## config.mk

```make
export PLATFORM = sky130hd
export DESIGN_NAME = cdb_arbiter
export DESIGN_NICKNAME = d
export VERILOG_FILES = /design/src/rtl/cdb_pkg.sv /design/src/rtl/cdb_arbiter_wb_fifo.sv /design/src/rtl/cdb_arbiter.sv
export SDC_FILE = /design/constraint.sdc
export NUM_CORES = 1
export LEC_CHECK = 0
export BUFFER_PORTS_ARGS = -buffer_cell sky130_fd_sc_hd__buf_2
export CORE_MARGIN = 2
export CORE_UTILIZATION = 30
export DETAILED_ROUTE_END_ITERATION = 12
export PLACE_DENSITY = 0.46
export SLEW_MARGIN = 20
export SYNTH_ARGS = -nofsm -noshare
export SYNTH_HDL_FRONTEND = slang
export SYNTH_HIERARCHICAL = 1
export SYNTH_SLANG_ARGS = --single-unit
```

## constraint.sdc

```tcl
create_clock -name clk -period 2.9 [get_ports clk]
set_input_delay 0.29 -clock clk [delete_from_list [all_inputs] [get_ports clk]]
set_output_delay 0.29 -clock clk [all_outputs]
set_load 0.01 [all_outputs]
```

## src/rtl/cdb_pkg.sv

```systemverilog
// Shared definitions for the common data bus (CDB) writeback path.
// Contents:
//   PREG_WIDTH, ROB_WIDTH, DATA_WIDTH - payload field widths
//   SRC_ALU, SRC_BR, SRC_LSU          - result source indices (arbiter port order)
//   cdb_pkt_t                         - one completed result {prd, rob_tag, data}
package cdb_pkg;

    localparam int PREG_WIDTH = 7;
    localparam int ROB_WIDTH  = 4;
    localparam int DATA_WIDTH = 32;

    localparam int SRC_ALU = 0;
    localparam int SRC_BR  = 1;
    localparam int SRC_LSU = 2;

    typedef struct packed {
        logic [PREG_WIDTH-1:0] prd;
        logic [ROB_WIDTH-1:0]  rob_tag;
        logic [DATA_WIDTH-1:0] data;
    } cdb_pkt_t;

endpackage

```

## src/rtl/cdb_arbiter_wb_fifo.sv

```systemverilog
// wb_fifo: small per-source writeback FIFO holding cdb_pkt_t entries.
// Ports:
//   clk, reset     - clock, synchronous active-high reset
//   i_flush        - drop all buffered entries (same effect as reset)
//   i_push         - write i_push_pkt (ignored when full or flushing)
//   i_push_pkt     - packet to write
//   i_pop          - retire head entry (ignored when empty or flushing)
//   o_head         - current head entry (valid when o_not_empty)
//   o_count        - number of buffered entries (registered)
//   o_not_full     - count != DEPTH
//   o_not_empty    - count != 0
// DEPTH must be a power of two so the pointers wrap naturally.
module wb_fifo
    import cdb_pkg::*;
#(
    parameter int DEPTH = 2,
    parameter int CW    = $clog2(DEPTH + 1)
) (
    input  logic          clk,
    input  logic          reset,
    input  logic          i_flush,
    input  logic          i_push,
    input  cdb_pkt_t      i_push_pkt,
    input  logic          i_pop,
    output cdb_pkt_t      o_head,
    output logic [CW-1:0] o_count,
    output logic          o_not_full,
    output logic          o_not_empty
);

    localparam int PW = $clog2(DEPTH);

    cdb_pkt_t      r_mem [DEPTH];
    logic [PW-1:0] r_wr_ptr;
    logic [PW-1:0] r_rd_ptr;
    logic [CW-1:0] r_count;

    logic w_do_push;
    logic w_do_pop;

    assign o_not_full  = (r_count != CW'(DEPTH));
    assign o_not_empty = (r_count != '0);
    assign o_count     = r_count;
    assign o_head      = r_mem[r_rd_ptr];

    assign w_do_push = i_push && o_not_full;
    assign w_do_pop  = i_pop && o_not_empty;

    // Storage needs no reset: the pointers alone decide what is live.
    always_ff @(posedge clk) begin
        if (w_do_push) begin
            r_mem[r_wr_ptr] <= i_push_pkt;
        end
    end

    always_ff @(posedge clk) begin
        if (reset || i_flush) begin
            r_wr_ptr <= '0;
            r_rd_ptr <= '0;
            r_count  <= '0;
        end else begin
            if (w_do_push) begin
                r_wr_ptr <= r_wr_ptr + PW'(1);
            end
            if (w_do_pop) begin
                r_rd_ptr <= r_rd_ptr + PW'(1);
            end
            // Push and pop together leave the count unchanged.
            case ({w_do_push, w_do_pop})
                2'b10:   r_count <= r_count + CW'(1);
                2'b01:   r_count <= r_count - CW'(1);
                default: r_count <= r_count;
            endcase
        end
    end

endmodule

```

## src/rtl/cdb_arbiter.sv

```systemverilog
// cdb_arbiter: collects completed results from N_SRC execution units, each
// through its own wb_fifo, and broadcasts one per cycle on a registered CDB.
// Ports:
//   clk, reset          - clock, synchronous active-high reset
//   i_src_valid[i]      - source i presents a result
//   i_src_prd/rob_tag/data - flattened per-source payload, slice i
//   o_src_ready[i]      - source i FIFO can accept (registered count only)
//   o_cdb_valid         - CDB broadcast valid
//   o_cdb_prd/rob_tag/data - broadcast payload (held when not valid)
//   o_cdb_rf_we         - regfile write enable, valid && prd != 0
//   branch_mispredict   - flush all buffered results; rr pointer holds
// Handshake: a source transfers a result on a cycle where i_src_valid[i] and
// o_src_ready[i] are both high at the clock edge; otherwise it must hold it.
// o_src_ready never depends on i_src_valid or on a same-cycle grant.
module cdb_arbiter #(
    parameter int PREG_WIDTH = 7,
    parameter int ROB_WIDTH  = 4,
    parameter int N_SRC      = 3,
    parameter int DEPTH      = 2
) (
    input  logic                       clk,
    input  logic                       reset,
    input  logic [N_SRC-1:0]           i_src_valid,
    input  logic [N_SRC*PREG_WIDTH-1:0] i_src_prd,
    input  logic [N_SRC*ROB_WIDTH-1:0] i_src_rob_tag,
    input  logic [N_SRC*32-1:0]        i_src_data,
    output logic [N_SRC-1:0]           o_src_ready,
    output logic                       o_cdb_valid,
    output logic [PREG_WIDTH-1:0]      o_cdb_prd,
    output logic [ROB_WIDTH-1:0]       o_cdb_rob_tag,
    output logic [31:0]                o_cdb_data,
    output logic                       o_cdb_rf_we,
    input  logic                       branch_mispredict
);

    import cdb_pkg::*;

    localparam int CW  = $clog2(DEPTH + 1);
    localparam int RRW = (N_SRC > 1) ? $clog2(N_SRC) : 1;

    cdb_pkt_t         w_push_pkt [N_SRC];
    cdb_pkt_t         w_head     [N_SRC];
    logic [CW-1:0]    w_count    [N_SRC];
    logic [N_SRC-1:0] w_not_full;
    logic [N_SRC-1:0] w_not_empty;
    logic [N_SRC-1:0] w_push;
    logic [N_SRC-1:0] w_pop;

    logic             w_gnt_valid;
    logic [RRW-1:0]   w_gnt_idx;
    logic [RRW:0]     w_cand_sum;
    logic [RRW-1:0]   w_rr_next;
    cdb_pkt_t         w_gnt_pkt;

    logic             r_cdb_valid;
    cdb_pkt_t         r_cdb_pkt;
    logic [RRW-1:0]   r_rr_ptr;

    for (genvar gi = 0; gi < N_SRC; gi++) begin : g_src
        assign w_push_pkt[gi].prd     = i_src_prd[gi*PREG_WIDTH +: PREG_WIDTH];
        assign w_push_pkt[gi].rob_tag = i_src_rob_tag[gi*ROB_WIDTH +: ROB_WIDTH];
        assign w_push_pkt[gi].data    = i_src_data[gi*32 +: 32];

        // Ready comes from the registered count: a same-cycle pop earns no credit.
        assign o_src_ready[gi] = (w_count[gi] != CW'(DEPTH));
        assign w_push[gi]      = i_src_valid[gi] && w_not_full[gi];
        assign w_pop[gi]       = w_gnt_valid && (w_gnt_idx == RRW'(gi));

        wb_fifo #(
            .DEPTH (DEPTH),
            .CW    (CW)
        ) u_fifo (
            .clk         (clk),
            .reset       (reset),
            .i_flush     (branch_mispredict),
            .i_push      (w_push[gi]),
            .i_push_pkt  (w_push_pkt[gi]),
            .i_pop       (w_pop[gi]),
            .o_head      (w_head[gi]),
            .o_count     (w_count[gi]),
            .o_not_full  (w_not_full[gi]),
            .o_not_empty (w_not_empty[gi])
        );
    end

    // Round-robin search from r_rr_ptr upward (mod N_SRC); requests come from
    // FIFO heads only, so a result never bypasses its FIFO.
    always_comb begin
        w_gnt_valid = 1'b0;
        w_gnt_idx   = '0;
        w_cand_sum  = '0;
        for (int k = 0; k < N_SRC; k++) begin
            w_cand_sum = {1'b0, r_rr_ptr} + (RRW+1)'(k);
            if (w_cand_sum >= (RRW+1)'(N_SRC)) begin
                w_cand_sum = w_cand_sum - (RRW+1)'(N_SRC);
            end
            if (!w_gnt_valid && w_not_empty[w_cand_sum[RRW-1:0]]) begin
                w_gnt_valid = 1'b1;
                w_gnt_idx   = w_cand_sum[RRW-1:0];
            end
        end
    end

    assign w_gnt_pkt = w_head[w_gnt_idx];
    assign w_rr_next = (w_gnt_idx == RRW'(N_SRC - 1)) ? '0 : w_gnt_idx + RRW'(1);

    // A flush kills this cycle's grant (the FIFOs discard the pop too) but
    // keeps the rr pointer; only reset returns it to source 0.
    always_ff @(posedge clk) begin
        if (reset) begin
            r_cdb_valid <= 1'b0;
            r_cdb_pkt   <= '0;
            r_rr_ptr    <= '0;
        end else if (branch_mispredict) begin
            r_cdb_valid <= 1'b0;
        end else begin
            r_cdb_valid <= w_gnt_valid;
            if (w_gnt_valid) begin
                r_cdb_pkt <= w_gnt_pkt;
                r_rr_ptr  <= w_rr_next;
            end
        end
    end

    assign o_cdb_valid   = r_cdb_valid;
    assign o_cdb_prd     = r_cdb_pkt.prd;
    assign o_cdb_rob_tag = r_cdb_pkt.rob_tag;
    assign o_cdb_data    = r_cdb_pkt.data;
    assign o_cdb_rf_we   = r_cdb_valid && (r_cdb_pkt.prd != '0);

endmodule

```

Word-level counts from Yosys, hierarchy flattened
Memories as Yosys holds them, arrays and structs flattened. A register that Yosys moved wholly into a read port is not among the register bits.
Index checks and enable logic that the tools add are counted.
Widths: inputs -> output; s select.
{"block": "word_totals", "ff_bits": 58, "latchBits": 0, "ram_bits": 258, "mem_bits_ro": 0, "output_inout_bits": 48, "n_memories": 3}
{"memory": "g_src[0].u_fifo.r_mem", "depth": 2, "width": 43, "rd": 1, "rd_clocked_by_memory_dff": 1, "write_ports": 1, "line_no": "cdb_arbiter_wb_fifo.sv:33", "text": "cdb_pkt_t r_mem [DEPTH];"}
{"memory": "g_src[1].u_fifo.r_mem", "depth": 2, "width": 43, "rd": 1, "rd_clocked_by_memory_dff": 1, "write_ports": 1, "line_no": "cdb_arbiter_wb_fifo.sv:33"}
{"memory": "g_src[2].u_fifo.r_mem", "depth": 2, "width": 43, "rd": 1, "rd_clocked_by_memory_dff": 1, "write_ports": 1, "line_no": "cdb_arbiter_wb_fifo.sv:33"}
{"block": "classes", "add_sub_neg": 18, "mul": 0, "div_mod_pow": 0, "n_lt_le_gt_ge": 7, "eq_ne": 11, "shifts": 0, "mux": 34, "bitwise_logic": 2, "reduce_logical": 28}
{"op": "$bmux 43 s2", "count": 1}
{"op": "$mux 43", "count": 2}
{"op": "$mux 1", "count": 18}
{"op": "$logic_and 1x1->1", "count": 15}
{"op": "$mux 2", "count": 7}
{"op": "$pmux 2 s2", "count": 3}
{"op": "$reduce_bool 2->1", "count": 6}
{"op": "$lt 2x3->1 const B", "count": 3}
{"op": "$add 2x1->2 const B", "count": 4}
{"op": "$eq 2x1->1 const B", "count": 4}
{"op": "$eq 2x2->1 const B", "count": 4}
{"op": "$reduce_bool 7->1", "count": 1}
{"op": "$add 1x1->1 const B", "count": 6}
{"op": "$bmux 1 s2", "count": 3}
{"op": "$ge 3x2->1 const B", "count": 2}
{"op": "$ne 2x2->1 const B", "count": 3}
{"op": "$sub 2x1->2 const B", "count": 3}
{"op": "$sub 2x2->2 const B", "count": 3}
{"op": "$add 2x1->3 const B", "count": 1}
{"op": "$add 2x2->3 const B", "count": 1}
{"op": "$ge 3x3->1 const B", "count": 1}
{"op": "$not 2->3", "count": 1}
{"op": "$ge 2x2->1 const B", "count": 1}
{"op": "$logic_not 1->1", "count": 2}
{"op": "5 further kinds", "count": 5}

Logic depth before layout (Yosys ltp)
{"block": "depth", "depth_word": 16, "mapped_depth": 16, "ltp_nobuf": 13}

Modules after synthesis
The synthesis kept the hierarchy.
{"mod": "wb_fifo", "instances": 3, "cells_each": 159, "area_each_um2": 3320.7, "seq_area_each_um2": 2682.6}
{"mod": "cdb_arbiter", "instances": 1, "cells_each": 419, "area_each_um2": 4072.7, "seq_area_each_um2": 920.9}

Least setup slack after synthesis
Ideal clock, no wire load.
{"block": "synth_timing", "kind": "reg-to-reg", "startpoint": "reg r_rr_ptr[1]", "endpoint": "reg g_src[0].u_fifo.r_count[1]", "setup_time_ps": 70, "arrival_time_ps": 2730, "required_time_ps": 2830, "setup_slack_ps": 100, "stages_incl_launch_ff": 14, "n_path_buf": 1, "synth_period_minus_slack_ps": 2800, "path_cell_list": "dfxtp_1 inv_1 ha_1 mux2_4 mux2_4 buf_2 a311oi_1 a31oi_1 a21oi_2 nor2_1 o21a_1 ha_1 or3_1 a21oi_1"}
{"block": "synth_between", "elab_chain_cells": 16, "word_cells_on_any_way": 34, "classes_between": "add/sub (5); order compare (3); eq/ne (2); mux (16); reduce/logical (8)"}
{"item": "start, declared", "line_no": "cdb_arbiter.sv:57", "text": "logic [RRW-1:0] r_rr_ptr;"}
{"item": "start signal, assigned", "line_no": "cdb_arbiter.sv:120", "text": "r_rr_ptr <= w_rr_next;"}
{"item": "branches (longest 12 deep; another with $add 2x1->3)"}
{"item": "$logic_and 1x1->1 *", "line_no": "cdb_arbiter.sv:67", "text": "assign w_pop[gi] = w_gnt_valid && (w_gnt_idx == RRW'(gi));"}
{"item": "named net w_pop[0]", "line_no": "cdb_arbiter.sv:47", "text": "logic [N_SRC-1:0] w_pop;"}
{"item": "$logic_and 1x1->1 *", "line_no": "cdb_arbiter_wb_fifo.sv:47", "text": "assign w_do_pop = i_pop && o_not_empty;"}
{"item": "named net g_src[0].u_fifo.w_do_pop", "line_no": "cdb_arbiter_wb_fifo.sv:39", "text": "logic w_do_pop;"}
{"item": "$eq 2x1->1 or $eq 2x2->1 (tied branches)", "line_no": "cdb_arbiter_wb_fifo.sv:69", "text": "case ({w_do_push, w_do_pop})"}
{"item": "$pmux 2 s2 or $reduce_bool 2->1 (tied branches)"}
{"item": "end signal, assigned", "line_no": "cdb_arbiter_wb_fifo.sv:70", "text": "2'b10: r_count <= r_count + CW'(1);"}
{"item": "end signal, assigned", "line_no": "cdb_arbiter_wb_fifo.sv:71", "text": "2'b01: r_count <= r_count - CW'(1);"}
{"item": "end signal, assigned", "line_no": "cdb_arbiter_wb_fifo.sv:72", "text": "default: r_count <= r_count;"}
{"item": "end, declared", "line_no": "cdb_arbiter_wb_fifo.sv:36", "text": "logic [CW-1:0] r_count;"}
Mark *: on every way through the listed nets, which the timed path passes. The select of a mux whose other input is x is not followed.
A chain may end at the register's enable or synchronous reset.

Worst setup path after layout
{"block": "layout_timing", "startpoint": "reg g_src[1].u_fifo.r_count[1]", "endpoint": "reg g_src[0].u_fifo.r_count[1]"}
{"block": "layout_between", "elab_chain_cells": 15, "word_cells_on_any_way": 24, "classes_between": "eq/ne (2); mux (13); reduce/logical (9)"}
{"item": "start, declared", "line_no": "cdb_arbiter_wb_fifo.sv:36"}
{"item": "start signal, assigned", "line_no": "cdb_arbiter_wb_fifo.sv:70"}
{"item": "start signal, assigned", "line_no": "cdb_arbiter_wb_fifo.sv:71"}
{"item": "start signal, assigned", "line_no": "cdb_arbiter_wb_fifo.sv:72"}
{"item": "$reduce_bool 2->1 *", "line_no": "cdb_arbiter_wb_fifo.sv:42", "text": "assign o_not_empty = (r_count != '0);"}
{"item": "named net w_not_empty[1]", "line_no": "cdb_arbiter.sv:45", "text": "logic [N_SRC-1:0] w_not_empty;"}
{"item": "$bmux 1 s2", "line_no": "cdb_arbiter.sv:97", "text": "if (!w_gnt_valid && w_not_empty[w_cand_sum[RRW-1:0]]) begin"}
{"item": "$mux 1 (not written as such)", "line_no": "cdb_arbiter.sv:97"}
{"item": "$mux 1", "line_no": "cdb_arbiter.sv:97"}
{"item": "$logic_not 1->1", "line_no": "cdb_arbiter.sv:97"}
{"item": "$logic_and 1x1->1", "line_no": "cdb_arbiter.sv:97"}
{"item": "$mux 1", "line_no": "cdb_arbiter.sv:97"}
{"item": "[... 2 more ...]"}
{"item": "$mux 2", "line_no": "cdb_arbiter.sv:97"}
{"item": "$logic_not 2->1", "line_no": "cdb_arbiter.sv:67"}
{"item": "$logic_and 1x1->1 *", "line_no": "cdb_arbiter.sv:67"}
{"item": "named net w_pop[0]", "line_no": "cdb_arbiter.sv:47"}
{"item": "$logic_and 1x1->1 *", "line_no": "cdb_arbiter_wb_fifo.sv:47"}
{"item": "named net g_src[0].u_fifo.w_do_pop", "line_no": "cdb_arbiter_wb_fifo.sv:39"}
{"item": "$eq 2x1->1 or $eq 2x2->1 (tied branches)", "line_no": "cdb_arbiter_wb_fifo.sv:69"}
{"item": "$pmux 2 s2 or $reduce_bool 2->1 (tied branches)"}
The timed path passes the listed nets; every way through them passes the cells marked *. The select of a mux whose other input is x is not followed.

==> impl_metrics.toml <==
[setup_path]
rrSetupSlack_ns = 0.14
crit_top_cell = "mux2_4"
critical_path_arrival_ns = 3.23
crit_family = "compound AO/OA/AOI/OAI gates"
timing.rr.start = "g_src[1].u_fifo/o_count[1]"
path_buf_inv = 0
r2r-end = "g_src[0].u_fifo/o_count[1]"
critPathMaxStageDelay_ns = 0.35
path_cells = "or2_2 > mux2_4 > mux2_4 > a311oi_2 > a31oi_1 > a21oi_2 > nor2_1 > o21a_1 > ha_4 > xnor2_1 > or3_1 > a21oi_1"
crit_required_ns = 3.36
cp_max_fo = 6
rr_worst_depth = 12
startpoint_type = "flop"
critical_path_class = "flop to flop"
cpMaxStageDelayCell = "dfxtp_1"
end_kind = "flop"

[route]
wl_per_cell_um = 21.13
finalWirelength_mm = 39.36
drtAntennaViolNets = 0
via_count = 8925
drt_iter0_markers = 526
drc = 0
dr.pass1.iters = 5
vias_per_cell = 4.791

[synthesis]
synth-edff-count = 258
synth_largest_area_cell = "edfxtp_1"
ys_seq_area_share_pct = 63.90
yosysUniqueCellTypes = 53
syn-num-nets = 1038
ys.flop_type = "edfxtp_1"
synth_area_leaders = "edfxtp_1 (55%), mux2_2 (10%), dfxtp_1 (8.7%), o2bb2ai_2 (4.3%), mux2i_1 (3.1%)"
synth_cells = 896
syn-mean-instance-area_um2 = 15.66
yosys_warnings = 6
ys_seq_elements = 319
syn_area_um2 = 14030
synthArstFlopShare_pct = 0
synth.top_cell.area_share_pct = 55.20

[sta]
finalHoldViolations = 0
slew_viol_final = 0
fin_crit_ns = 2.764
skew_ns = 0.02076
relSlewSlack_pct = 49.02
period_share_pct = 95.32
worst_pin_slew_ns = 0.7605
setup_viol = 0
hold_slack_ns = 0.1640
max_freq_ghz = 0.3618

[run_status]
status = "finished, final reports clean"

[global_routing]
grt_max_degree = 64
grt_usage_pct = 16.18
grt-ovfl-total = 0
grt_pass1_vias = 9092
antenna_found_initial = 1
grt_pass1_wl_mm = 57.73

[power]
vdd_drop_max_mv = 0.4146
leakage_uw = 0.006737
power_density_nw_per_um2 = 876.4

[hold_path]
hold_end = "r_rr_ptr[0]"
hold_path_class = "primary input to flop"
worstHoldPathCells = 2
hp-start = "reset"

[finish]
diodes = 0
fillers = 4375
layout_common_cells = "edfxtp_1 (258), buf_2 (182), mux2_2 (129), dlygate4sd3_1 (129), dfxtp_1 (57)"
utilization_pct = 39.68
fin_nets = 1370
syn2layout_area_growth_pct = 31.08
drive_above_1_share_pct = 41.00
layout_commonest_cell = "edfxtp_1"

[clock_network]
cts_buffer_depth = 3
cts_sinks = 319
htreeDepth = 2
root_buffer = "clkbuf_16"
cts_tree = "done"
insertion_delay_ns = 0.55
cts_buffers = 37
clkTransAtPathRegs_ns = 0.06

[floorplan]
die_y_um = 220.3
start_util_pct = 30.27
io_pins = 183
core_um2 = 46360
die_x_um = 220.3
dieArea_um2 = 48530
rows = 79

[place]
port_buffers = 182
dpl.hpwl_mm = 26.35
routabilityCongestion = 0.7963

[job]
maxCapViolCount = 0
==> per-layer routing <==
layer / global-route usage, % / routed length [µm]
met2: 26.89 / 18890
met4: 5.190 / 904
met1: 21.66 / 18010
met5: 0 / 9
met3: 2.488 / 1554
==> kinds of logic (layout without fill, tap and decap cells) <==
kind of cell	after synthesis	count (layout)	synth area share (%)
xor+xnor	9	9	0.5617
simple gates	105	106	4.663
fa+ha+maj	7	7	0.6240
flops	319	319	63.90
mux	176	176	13.80
compound gates	210	210	13.53
buf+inv	70	429	2.915
==> where the power goes <==
group          internal [µW]  leakage (µW)  total (µW)  switching (µW)
logic                   2410       0.00325        5590            3180
clock network           2780      0.000573        4650            1880
registers               5510       0.00292        5880             367
total                  10700       0.00674       16100            5430
==> flip-flops by register name, indices dropped and copies added, names as in the netlist, named ones only <==
signal and flops:
g_src.u_fifo/r_mem 258, o_cdb_data 32, o_cdb_prd 7, g_src.u_fifo/o_count 6, o_cdb_rob_tag 4, g_src.u_fifo/r_rd_ptr 3
g_src.u_fifo/r_wr_ptr 3, r_rr_ptr 2, o_cdb_valid 1
==> per-stage QoR <==
stage	instance area (µm²)	setup slack, ns	TNS (ns)	std cells	power (µW)
after floorplan	14030	0.1005	0	896	9456
after detailed placement	15820	-0.06814	-1.000	1665	11300
after global routing	18400	-0.005837	-0.005837	1863	16930
after CTS	18330	0.004642	0	1862	16220
after global placement	15820	0.05945	0	1665	11250
final	18400	0.1358	0	1863	16120
==> Yosys cell counts (3+ instances only) <==
cell type	count
a211oi_1	43
a21bo_2	3
a21oi_1	9
and2_1	3
and3_1	3
buf_12	4
buf_2	32
buf_6	5
clkbuf_1	21
dfxtp_1	61
edfxtp_1	258
ha_1	7
inv_1	7
mux2_2	129
mux2i_1	44
nand2_1	6
nand2b_1	9
nand3b_1	3
nor2_1	15
nor2b_1	44
o21a_1	3
o21ai_0	45
o21ai_1	10
o221a_1	15
o221a_2	28
o2bb2ai_1	3
o2bb2ai_2	40
or2_2	6
or3_1	3
xnor2_1	6
xor2_1	3
==> cell type report <==
| type | instances | area (µm²) | share of cell area (%) |
|---|---|---|---|
| tap | 607 | 759.5 | 4.128 |
| timing repair buffer | 355 | 2649 | 14.40 |
| clock buffer | 49 | 992.2 | 5.393 |
| inverter | 7 | 26.28 | 0.1428 |
| multi-input combinational | 508 | 4786 | 26.02 |
| sequential | 319 | 8974 | 48.78 |
| clock inverter | 18 | 210.2 | 1.143 |
==> how the worst max path moves through the flow <==
stage	from	end	slack (ns)	cells past startpoint
6_report	g_src[1].u_fifo/o_count[1]	g_src[0].u_fifo/o_count[1]	0.14	12
5_1_grt	r_rr_ptr[1]	g_src[0].u_fifo/o_count[1]	-0.006	13
4_1_cts	r_rr_ptr[0]	g_src[0].u_fifo/o_count[1]	0.005	12
3_3_place_gp	r_rr_ptr[0]	g_src[0].u_fifo/o_count[1]	0.06	12
3_5_place_dp	r_rr_ptr[0]	o_cdb_data[14]	-0.07	9
2_1_floorplan	r_rr_ptr[1]	g_src[0].u_fifo/o_count[1]	0.10	13
==> timing repair <==
item                                   CTS  global route
setup endpoints to repair               23            31
resized for setup                        1            11
endpoints found under the hold margin  258             0
hold buffers                           129             0
gates cloned                             1             0
pin swaps                                1             0
buffers inserted                         0             1
(Power assumes the default switching activity.)
